--- src/rtl/sprite_commit_sched_pkg.sv ---
// Shared constants, types and clamp helpers for the sprite commit scheduler.
package sprite_commit_sched_pkg;

  localparam int unsigned OBJ_PLAYER = 0;
  localparam int unsigned OBJ_ENEMY  = 1;
  localparam int unsigned OBJ_BULLET = 2;
  localparam int unsigned N_OBJ      = 3;
  localparam int unsigned IDX_W      = 2;

  localparam int unsigned X_W = 10;
  localparam int unsigned Y_W = 9;

  localparam int unsigned X_MIN_DEF = 11;
  localparam int unsigned X_MAX_DEF = 619;
  localparam int unsigned Y_MIN_DEF = 11;
  localparam int unsigned Y_MAX_DEF = 459;

  typedef enum logic [0:0] {
    ST_ARB    = 1'b0,
    ST_COMMIT = 1'b1
  } state_e;

  typedef struct packed {
    logic [Y_W-1:0] y;
    logic [X_W-1:0] x;
  } pos_t;

  function automatic logic [X_W-1:0] clamp_x(input logic [X_W-1:0] v,
                                             input logic [X_W-1:0] lo,
                                             input logic [X_W-1:0] hi);
    if (v < lo) return lo;
    if (v > hi) return hi;
    return v;
  endfunction

  function automatic logic [Y_W-1:0] clamp_y(input logic [Y_W-1:0] v,
                                             input logic [Y_W-1:0] lo,
                                             input logic [Y_W-1:0] hi);
    if (v < lo) return lo;
    if (v > hi) return hi;
    return v;
  endfunction

endpackage

--- src/rtl/sprite_commit_sched_rr_arb3.sv ---
// Three-way round-robin arbiter; the pointer advances past the winner when adv_i is high.
module rr_arb3
  import sprite_commit_sched_pkg::*;
(
  input  logic             clk_i,
  input  logic             rst_i,
  input  logic             adv_i,
  input  logic [N_OBJ-1:0] req_i,
  output logic [N_OBJ-1:0] gnt_c_o,
  output logic [IDX_W-1:0] idx_c_o
);

  logic [IDX_W-1:0] ptr_q;
  logic [IDX_W:0]   sum;
  logic [IDX_W-1:0] cand;
  logic             found;

  // Scan requesters starting at the pointer, first hit wins.
  always_comb begin
    gnt_c_o = '0;
    idx_c_o = '0;
    sum     = '0;
    cand    = '0;
    found   = 1'b0;
    for (int k = 0; k < int'(N_OBJ); k++) begin
      sum  = (IDX_W+1)'(ptr_q) + (IDX_W+1)'(k);
      cand = (sum >= (IDX_W+1)'(N_OBJ)) ? IDX_W'(sum - (IDX_W+1)'(N_OBJ)) : IDX_W'(sum);
      if (!found && req_i[cand]) begin
        found         = 1'b1;
        gnt_c_o[cand] = 1'b1;
        idx_c_o       = cand;
      end
    end
  end

  always_ff @(posedge clk_i) begin
    if (rst_i) begin
      ptr_q <= '0;
    end else if (adv_i && found) begin
      ptr_q <= (idx_c_o == IDX_W'(N_OBJ - 1)) ? '0 : idx_c_o + IDX_W'(1);
    end
  end

endmodule

--- src/rtl/sprite_commit_sched.sv ---
// Arbitrates object position writes into shadow registers and commits them to
// the renderer-facing registers at vertical-blank start; also divides frames into game ticks.
module sprite_commit_sched
  import sprite_commit_sched_pkg::*;
#(
  parameter int unsigned X_MIN           = X_MIN_DEF,
  parameter int unsigned X_MAX           = X_MAX_DEF,
  parameter int unsigned Y_MIN           = Y_MIN_DEF,
  parameter int unsigned Y_MAX           = Y_MAX_DEF,
  parameter int unsigned FRAMES_PER_TICK = 2
) (
  input  logic                 master_clk,
  input  logic                 reset,
  input  logic                 vblank_start,
  input  logic [N_OBJ-1:0]     req,
  input  logic [N_OBJ*X_W-1:0] req_x,
  input  logic [N_OBJ*Y_W-1:0] req_y,
  output logic [N_OBJ-1:0]     grant,
  output logic [X_W-1:0]       playerX,
  output logic [X_W-1:0]       enemyX,
  output logic [X_W-1:0]       bulletX,
  output logic [Y_W-1:0]       playerY,
  output logic [Y_W-1:0]       enemyY,
  output logic [Y_W-1:0]       bulletY,
  output logic [N_OBJ-1:0]     dirty,
  output logic                 commit,
  output logic                 game_tick,
  output logic [7:0]           frame_count
);

  localparam int unsigned DIV_W = 8;
  localparam pos_t RESET_POS = '{y: Y_W'(Y_MIN), x: X_W'(X_MIN)};

  state_e           state_q;
  logic [N_OBJ-1:0] grant_q;
  logic [N_OBJ-1:0] dirty_q;
  logic             commit_q;
  logic             tick_q;
  logic [7:0]       frame_q;
  logic [DIV_W-1:0] div_q;
  pos_t             shadow_q [N_OBJ];
  pos_t             active_q [N_OBJ];

  pos_t             req_pos_c [N_OBJ];
  pos_t             sel_pos_c;
  logic [N_OBJ-1:0] arb_req_c;
  logic [N_OBJ-1:0] gnt_c;
  logic [IDX_W-1:0] idx_c;
  logic             adv_c;

  // A requester seeing its grant this cycle is already served; mask it so it is not granted twice.
  assign arb_req_c = req & ~grant_q;
  assign adv_c     = (state_q == ST_ARB) && !vblank_start;

  rr_arb3 u_arb (
    .clk_i   (master_clk),
    .rst_i   (reset),
    .adv_i   (adv_c),
    .req_i   (arb_req_c),
    .gnt_c_o (gnt_c),
    .idx_c_o (idx_c)
  );

  always_comb begin
    for (int i = 0; i < int'(N_OBJ); i++) begin
      req_pos_c[i].x = req_x[i*X_W +: X_W];
      req_pos_c[i].y = req_y[i*Y_W +: Y_W];
    end
    sel_pos_c.x = clamp_x(req_pos_c[idx_c].x, X_W'(X_MIN), X_W'(X_MAX));
    sel_pos_c.y = clamp_y(req_pos_c[idx_c].y, Y_W'(Y_MIN), Y_W'(Y_MAX));
  end

  always_ff @(posedge master_clk) begin
    if (reset) begin
      state_q  <= ST_ARB;
      grant_q  <= '0;
      dirty_q  <= '0;
      commit_q <= 1'b0;
      tick_q   <= 1'b0;
      frame_q  <= '0;
      div_q    <= '0;
      for (int i = 0; i < int'(N_OBJ); i++) begin
        shadow_q[i] <= RESET_POS;
        active_q[i] <= RESET_POS;
      end
    end else begin
      grant_q  <= '0;
      commit_q <= 1'b0;
      tick_q   <= 1'b0;
      case (state_q)
        ST_ARB: begin
          if (vblank_start) begin
            state_q <= ST_COMMIT;
          end else if (|gnt_c) begin
            grant_q         <= gnt_c;
            shadow_q[idx_c] <= sel_pos_c;
            dirty_q[idx_c]  <= 1'b1;
          end
        end
        ST_COMMIT: begin
          for (int i = 0; i < int'(N_OBJ); i++) begin
            if (dirty_q[i]) active_q[i] <= shadow_q[i];
          end
          dirty_q  <= '0;
          commit_q <= 1'b1;
          frame_q  <= frame_q + 8'd1;
          if (div_q == DIV_W'(FRAMES_PER_TICK - 1)) begin
            div_q  <= '0;
            tick_q <= 1'b1;
          end else begin
            div_q <= div_q + DIV_W'(1);
          end
          state_q <= ST_ARB;
        end
        default: state_q <= ST_ARB;
      endcase
    end
  end

  assign grant       = grant_q;
  assign dirty       = dirty_q;
  assign commit      = commit_q;
  assign game_tick   = tick_q;
  assign frame_count = frame_q;
  assign playerX     = active_q[OBJ_PLAYER].x;
  assign playerY     = active_q[OBJ_PLAYER].y;
  assign enemyX      = active_q[OBJ_ENEMY].x;
  assign enemyY      = active_q[OBJ_ENEMY].y;
  assign bulletX     = active_q[OBJ_BULLET].x;
  assign bulletY     = active_q[OBJ_BULLET].y;

endmodule

--- config.mk ---
export PLATFORM = sky130hd
export DESIGN_NAME = sprite_commit_sched
export DESIGN_NICKNAME = d
export VERILOG_FILES = /design/src/rtl/sprite_commit_sched_pkg.sv /design/src/rtl/sprite_commit_sched_rr_arb3.sv /design/src/rtl/sprite_commit_sched.sv
export SDC_FILE = /design/constraint.sdc
export NUM_CORES = 1
export LEC_CHECK = 0
export BUFFER_PORTS_ARGS = -buffer_cell sky130_fd_sc_hd__buf_2
export CORE_MARGIN = 4
export CORE_UTILIZATION = 49
export CTS_BUF_LIST = sky130_fd_sc_hd__clkbuf_16
export DETAILED_ROUTE_END_ITERATION = 8
export PLACE_DENSITY = 0.85
export REMOVE_ABC_BUFFERS = 1
export SLEW_MARGIN = 20
export SYNTH_ARGS = -nofsm -noshare
export SYNTH_HDL_FRONTEND = slang
export SYNTH_HIERARCHICAL = 1
export SYNTH_SLANG_ARGS = --single-unit
--- constraint.sdc ---
create_clock -name master_clk -period 3.26 [get_ports master_clk]
set_clock_uncertainty 0.2 [all_clocks]
set_input_delay 0.163 -clock master_clk [delete_from_list [all_inputs] [get_ports master_clk]]
set_output_delay 0.163 -clock master_clk [all_outputs]
set_load 0.1 [all_outputs]
==> results of run 1 <==
worst reg2reg max path, stage by stage (launching register included):
cell	delay, ns
dfxtp_4	0.37
inv_4	0.07
ha_4	0.17
mux2i_4	0.30
nor2_4	0.07
o32a_1	0.42
buf_4	0.17
nor2b_4	0.15
a2bb2oi_1	0.24
buf_4	0.18
nand3_1	0.13
mux2_4	0.32
buf_4	0.14
buf_4	0.13
nand2_1	0.06
cells in the mapped netlist (3+ instances only):
library cell and instances:
a21o_1 3, a21oi_1 9, a2bb2oi_1 5, a2bb2oi_2 3
and2_1 43, and3_1 4, and4b_1 3, buf_4 6
buf_6 4, clkbuf_1 13, dfxtp_1 27, edfxtp_1 114
ha_1 7, inv_1 5, mux2_2 3, mux2i_1 23
nand2_1 30, nand2b_1 8, nand3_1 7, nand4_1 13
nor2_1 59, nor2b_1 6, nor3b_1 4, nor4_1 3
o21a_1 3, o21ai_0 7, o2bb2ai_1 9, or3_1 24
xor2_1 8
repair_timing:
action,4_1_cts,5_1_grt
hold buffers,7,0
gates resized for setup,12,35
setup endpoints to repair,20,20
setup buffers,6,10
pin swaps,2,8
endpoints found under the hold margin,26,0
cloned,1,2
power groups by stage:
stage	sequential [mW]	combinational, mW	clock [mW]
after global routing	2.14	2.04	1.92
after CTS	2.12	1.67	1.83
after global placement	2.15	1.47	0
final	2.13	1.94	1.82
after detailed placement	2.15	1.53	0
after floorplan	2.45	0.744	0
stage by stage:
step | hold slack, ns | util [%] | worst slack (ns) | setup TNS (ns) | power [mW]
after detailed placement | 0.214 | 59.1 | -0.169 | -1.93 | 3.68
after floorplan | 0.0321 | - | -2.07 | -179.32 | 3.19
after CTS | 0.0176 | 65.2 | 0.0216 | 0 | 5.62
final | 0.0445 | 67.5 | 0.00865 | 0 | 5.89
after global placement | 0.210 | 59.1 | -0.00348 | -0.00685 | 3.62
after global routing | 0.0427 | 67.5 | -0.0898 | -0.789 | 6.09
worst max path at each step:
stage / start / endpoint / slack (ns)
floorplan: grant[1] / shadow_q[2][0] / -2.07
global placement: u_arb/ptr_q[0] / shadow_q[0][2] / -0.003
detailed placement: u_arb/ptr_q[0] / shadow_q[0][11] / -0.17
CTS: u_arb/ptr_q[1] / shadow_q[0][11] / 0.02
finish: u_arb/ptr_q[1] / shadow_q[2][10] / 0.009
global route: u_arb/ptr_q[1] / shadow_q[2][10] / -0.09
cells by family (layout without fill, tap and decap cells):
kind of cell / Yosys count / count (layout) / share of synthesized area [%]
simple gates: 220 / 221 / 19.3
flops: 141 / 141 / 63.9
compound gates: 51 / 51 / 6.62
buf+inv: 30 / 224 / 2.68
mux: 28 / 29 / 4.66
xor+xnor: 10 / 10 / 1.41
fa+ha+maj: 7 / 7 / 1.41
sequential cells by signal, summed over array words and instances (netlist names):
signal and flops:
active_q 57, commit 1, dirty 3, div_q 8, frame_count 8, game_tick 1, grant 3, shadow_q 57
state_q 1, u_arb/ptr_q 2
layer usage:
metal	wire (µm)	up-vias	share of wire, %
met5	0	-	0
met4	432	0	2.7
met3	1580	32	9.9
met2	7370	270	46
met1	6550	2190	41
li1	-	2153	-
cell type report:
cell class                      instances  area [µm²]
Clock buffer                           17         425
Clock inverter                         15         133
Fill cell                             887        3970
Inverter                                5        21.3
Multi-Input combinational cell        318        2320
Sequential cell                       141        3970
Tap cell                              168         210
Timing Repair Buffer                  187        1160
==> impl_metrics.yaml, run 1 <==
global_route:
  grt.busiest_layer: "met2"
  grt_start_max_net_pins: 26
  grtUsageMet3_pct: 6.55
  grt_usage_pct: 21.3
  grt_pass1_vias: 4390
  antenna_found_initial: 0
  grt_pass1_wl_um: 23200
  gr-total-overflow: 0
  met1_usage_pct: 28.4
  use_met2_pct: 32.7
yosys:
  syn_area_per_cell_um2: 12.7
  synth_ff_type: "edfxtp_1"
  synth_top_area_share_pct: 55.2
  synth.area.top_cells: "edfxtp_1 (55%), dfxtp_1 (8.7%), and2_1 (4.3%)"
  yosys_register_bits: 141
  synth_area_leader_cell: "edfxtp_1"
  syn_area_um2: 6200
  ys_seq_area_share_pct: 63.9
  yosysWarnings: 6
  synth_cells: 487
  synth_edf_count: 114
  yosys.cell_types.count: 57
  synthArstFlopShare_pct: 0
clocking:
  clock_sinks: 141
  cts_buffers: 17
  cts_htree_levels: 4
  insertion_delay_ns: 0.43
  tritoncts: "built"
  clockRootBuffer: "clkbuf_16"
  clkTransAtPathRegs_ns: 0.06
  clk_path_buf_depth: 2
drt:
  drtIter0Drc: 325
  drcViolationCount: 0
  wirelength_um: 15900
  wl_per_cell_um: 18.7
  vias: 4645
  postRouteAntennaNets: 0
  drtPass1Iterations: 5
  routed_via_density: 5.46
outcome:
  outcome: "complete, no violations"
die:
  num_io_pins: 136
  die_area_um2: 14500
  initial_utilization_pct: 50.8
  die_h_um: 121
  core_um2: 12200
  fp-row-count: 40
  die_w_um: 121
min_path:
  hold_path_class: "input port to register"
  worstHoldEndpoint: "shadow_q[2][13]"
  worstHoldStart: "req_y[12]"
  whs_path_depth: 4
placement:
  routabilityCongestion: 0.928
  dp_hpwl_um: 10600
  dpl.cell_count: 793
  dpl-instance-area_um2: 7210
  portBuffers: 135
power:
  power_frac_seq_pct: 36.1
  switchingPower_mw: 1.96
  pwr-share-clk_pct: 30.9
  power_density_nw_per_um2: 714
  ir_drop_mv: 0.339
  p_int_mw: 3.92
  sw_frac_of_total_pct: 33.4
  p_leak_nw: 3.15
  pwr-share-comb_pct: 33.0
timing:
  worst_slew_pin_slew_ns: 0.951
  maxSlewHeadroom_pct: 36.6
  final_hold_viol_count: 0
  fin_crit_ns: 3.25
  fin_crit_sh_pct: 99.7
  slew_violations: 0
  fmax_mhz: 308
  setup_viol: 0
finish:
  final_common_cell: "buf_2"
  final_nets: 740
  final_cells: 851
  antenna_cells: 0
  final_cell_mix: "buf_2 (135), edfxtp_1 (114), nor2_1 (57), and2_1 (43), buf_4 (39)"
  fin_area_um2: 8240
  area_growth_pct: 32.9
  layout-drive-gt1-share_pct: 37.9
worst_setup_path:
  r2r_cells: 14
  path_cells: "inv_4 -> ha_4 -> mux2i_4 -> nor2_4 -> o32a_1 -> buf_4 -> nor2b_4 -> a2bb2oi_1 -> buf_4 -> nand3_1 -> mux2_4 -> buf_4 -> buf_4 -> nand2_1"
  r2r_start: "u_arb/ptr_q[1]"
  slowest_stage: "o32a_1"
  crit_top_cell: "buf_4"
  r2r_slack_ns: 0.009
  worstSetupEndpointType: "register"
  critPathKind: "register to register"
  crit_arrival_ns: 3.34
  timing.rr.end: "shadow_q[2][10]"
  worst_setup_path_start_kind: "register"
  slowest_delay_ns: 0.42
  path_depth: 14
  crit_required_ns: 3.34
  cp_top_family: "buffers and inverters"
  crit_fanout: 5
  crit_buf_inv: 5
run:
  drv_cap: 0
Power figures use the tool's default switching activity.
==> inputs of run 2 (changes only) <==
REMOVE_ABC_BUFFERS = not set   (was 1)
==> run 2 against run 1 <==
  * Wire length is 2.7% lower
  * Utilization is 0.22 points higher
  * Non-clock buffer count is 6 higher
  * Hold slack worse by 0.030 ns
  * Clock power is 11% higher
  * Design area is 0.32% higher
  * Critical path type unchanged
==> impl_metrics.yaml, run 2 (synthesized netlist as in run 1, its figures left out) <==
power:
  power_density_nw_per_um2: 725
  p_leak_nw: 3.18
  ir_drop_mv: 0.446
worst_setup_path:
  worst_setup_path_start_kind: "register"
  crit_fanout: 8
  timing.rr.end: "shadow_q[1][12]"
  worstSetupEndpointType: "register"
  critPathKind: "register to register"
  cp-startpoint: "u_arb/ptr_q[0]"
  r2r_cells: 11
  r2r_slack_ns: 0.08
  r2r_start: "u_arb/ptr_q[0]"
  crit_arrival_ns: 3.15
  crit_required_ns: 3.23
min_path:
  whs_path_depth: 4
  hold_path_class: "input port to register"
  worstHoldEndpoint: "shadow_q[0][16]"
  worstHoldStart: "req_y[15]"
timing:
  setup_tns_ns: 0
  slew_violations: 0
  setup_viol: 0
  worst_slew_pin_slew_ns: 0.900
  maxSlewHeadroom_pct: 40.0
  fin_crit_sh_pct: 97.5
  final_hold_viol_count: 0
  fmax_mhz: 315
  fin_crit_ns: 3.18
  holdWs_ns: 0.0140
finish:
  final_common_cell: "buf_2"
  reg.largest.list: "active_q (57), shadow_q (57)"
  nFillCells: 829
  final_nets: 744
  final_util_pct: 67.7
  final_cell_mix: "buf_2 (135), edfxtp_1 (114), nor2_1 (59), and2_1 (43), buf_4 (41)"
  ff_latch_area_um2: 3980
  multiInputGateArea_um2: 2210
  layout-drive-gt1-share_pct: 37.7
  final_cells: 859
  fin_area_um2: 8270
  area_growth_pct: 33.3
clocking:
  tritoncts: "built"
  cts_buffers: 17
  insertion_delay_ns: 0.42
  cts_htree_levels: 4
  clkTransAtPathRegs_ns: 0.06
  clockRootBuffer: "clkbuf_16"
  clk_path_buf_depth: 2
  clock_sinks: 141
drt:
  drtIter0Drc: 407
  wl_per_cell_um: 18.0
  routed_via_density: 5.40
  postRouteAntennaNets: 0
  drtPass1Iterations: 7
  vias: 4637
  wirelength_um: 15500
  drcViolationCount: 0
global_route:
  grt_usage_pct: 21.3
  grt_start_max_net_pins: 40
  grt_pass1_wl_um: 24000
  gr-total-overflow: 0
  antenna_found_initial: 3
  grt_pass1_vias: 4673
die:
  die_area_um2: 14500
  die_h_um: 121
  core_um2: 12200
  num_io_pins: 136
  initial_utilization_pct: 50.8
  die_w_um: 121
  fp-row-count: 40
outcome:
  outcome: "complete, no violations"
placement:
  portBuffers: 135
  routabilityCongestion: 0.922
  dp_hpwl_um: 10800
  dpl.cell_count: 810
  dpl-instance-area_um2: 7360
run:
  drv_cap: 0
yosys:
  synthesis.nets: 557
==> run 2: cell types whose count changed in the layout (fill, tap and decap cells not counted), sizes merged, moves of 2 or more <==
cell         before  now
buf             179  188
bufinv            2    4
clkinv            8    2
clkinvlp          3    5
diode             0    4
dlygate4sd3       7    5
inv               7    9
==> run 2: stage by stage <==
stage                     setup WS, ns  power (mW)
after global placement          0.0451        3.74
after detailed placement       -0.0859        3.78
after global routing           -0.0262        6.21
final                           0.0810        6.00
after CTS                      0.00296        5.83
after floorplan                 0.0803        3.28
==> run 2: what timing repair did <==
item | CTS | global route
resized for setup | 0 | 29
hold endpoints to repair | 20 | 0
endpoints found under the setup margin | 23 | 93
buffers inserted | 2 | 6
gates cloned | 0 | 0
pin swaps | 1 | 3
hold buffers | 5 | 0
==> run 2: per-layer routing <==
layer	global-route usage, %	routed length [µm]	part of all wire (%)	vias to the layer above
li1	-	-	-	2158
met1	25.1	6080	39	2203
met2	36.5	7800	50	222
met3	5.00	1010	6.5	54
met4	10.7	604	3.9	0
met5	0	0	0	-
==> run 2: final cells by class <==
class / instances / area share, %
Multi-Input combinational cell: 316 / 26.7
Sequential cell: 141 / 48.1
Clock buffer: 17 / 5.15
Antenna cell: 4 / 0.121
Inverter: 5 / 0.227
Clock inverter: 15 / 2.38
Tap cell: 168 / 2.54
Timing Repair Buffer: 193 / 14.8
==> run 2: how the worst max path moves through the flow <==
stage / to / slack, ns / cells past startpoint
finish: shadow_q[1][12] / 0.08 / 11
global route: shadow_q[0][2] / -0.03 / 11
CTS: shadow_q[0][0] / 0.003 / 12
detailed placement: shadow_q[2][1] / -0.09 / 11
global placement: shadow_q[1][2] / 0.05 / 11
floorplan: shadow_q[1][12] / 0.08 / 13
==> run 2: power by group <==
| part | switching [mW] | internal [mW] | leakage [nW] | total, mW |
|---|---|---|---|---|
| sequential | 0.0478 | 2.08 | 1.28 | 2.13 |
| combinational | 1.12 | 0.728 | 1.61 | 1.85 |
| clock | 0.740 | 1.28 | 0.295 | 2.02 |
==> run 2: worst max-delay path: stages (launching register included) <==
cell       delay [ns]
dfxtp_2          0.36
inv_1            0.11
ha_4             0.28
nor2b_2          0.13
and4b_1          0.22
o32a_1           0.21
nor2b_4          0.34
buf_6            0.17
a2bb2oi_1        0.07
or3_4            0.33
mux2_4           0.32
and3_1           0.19
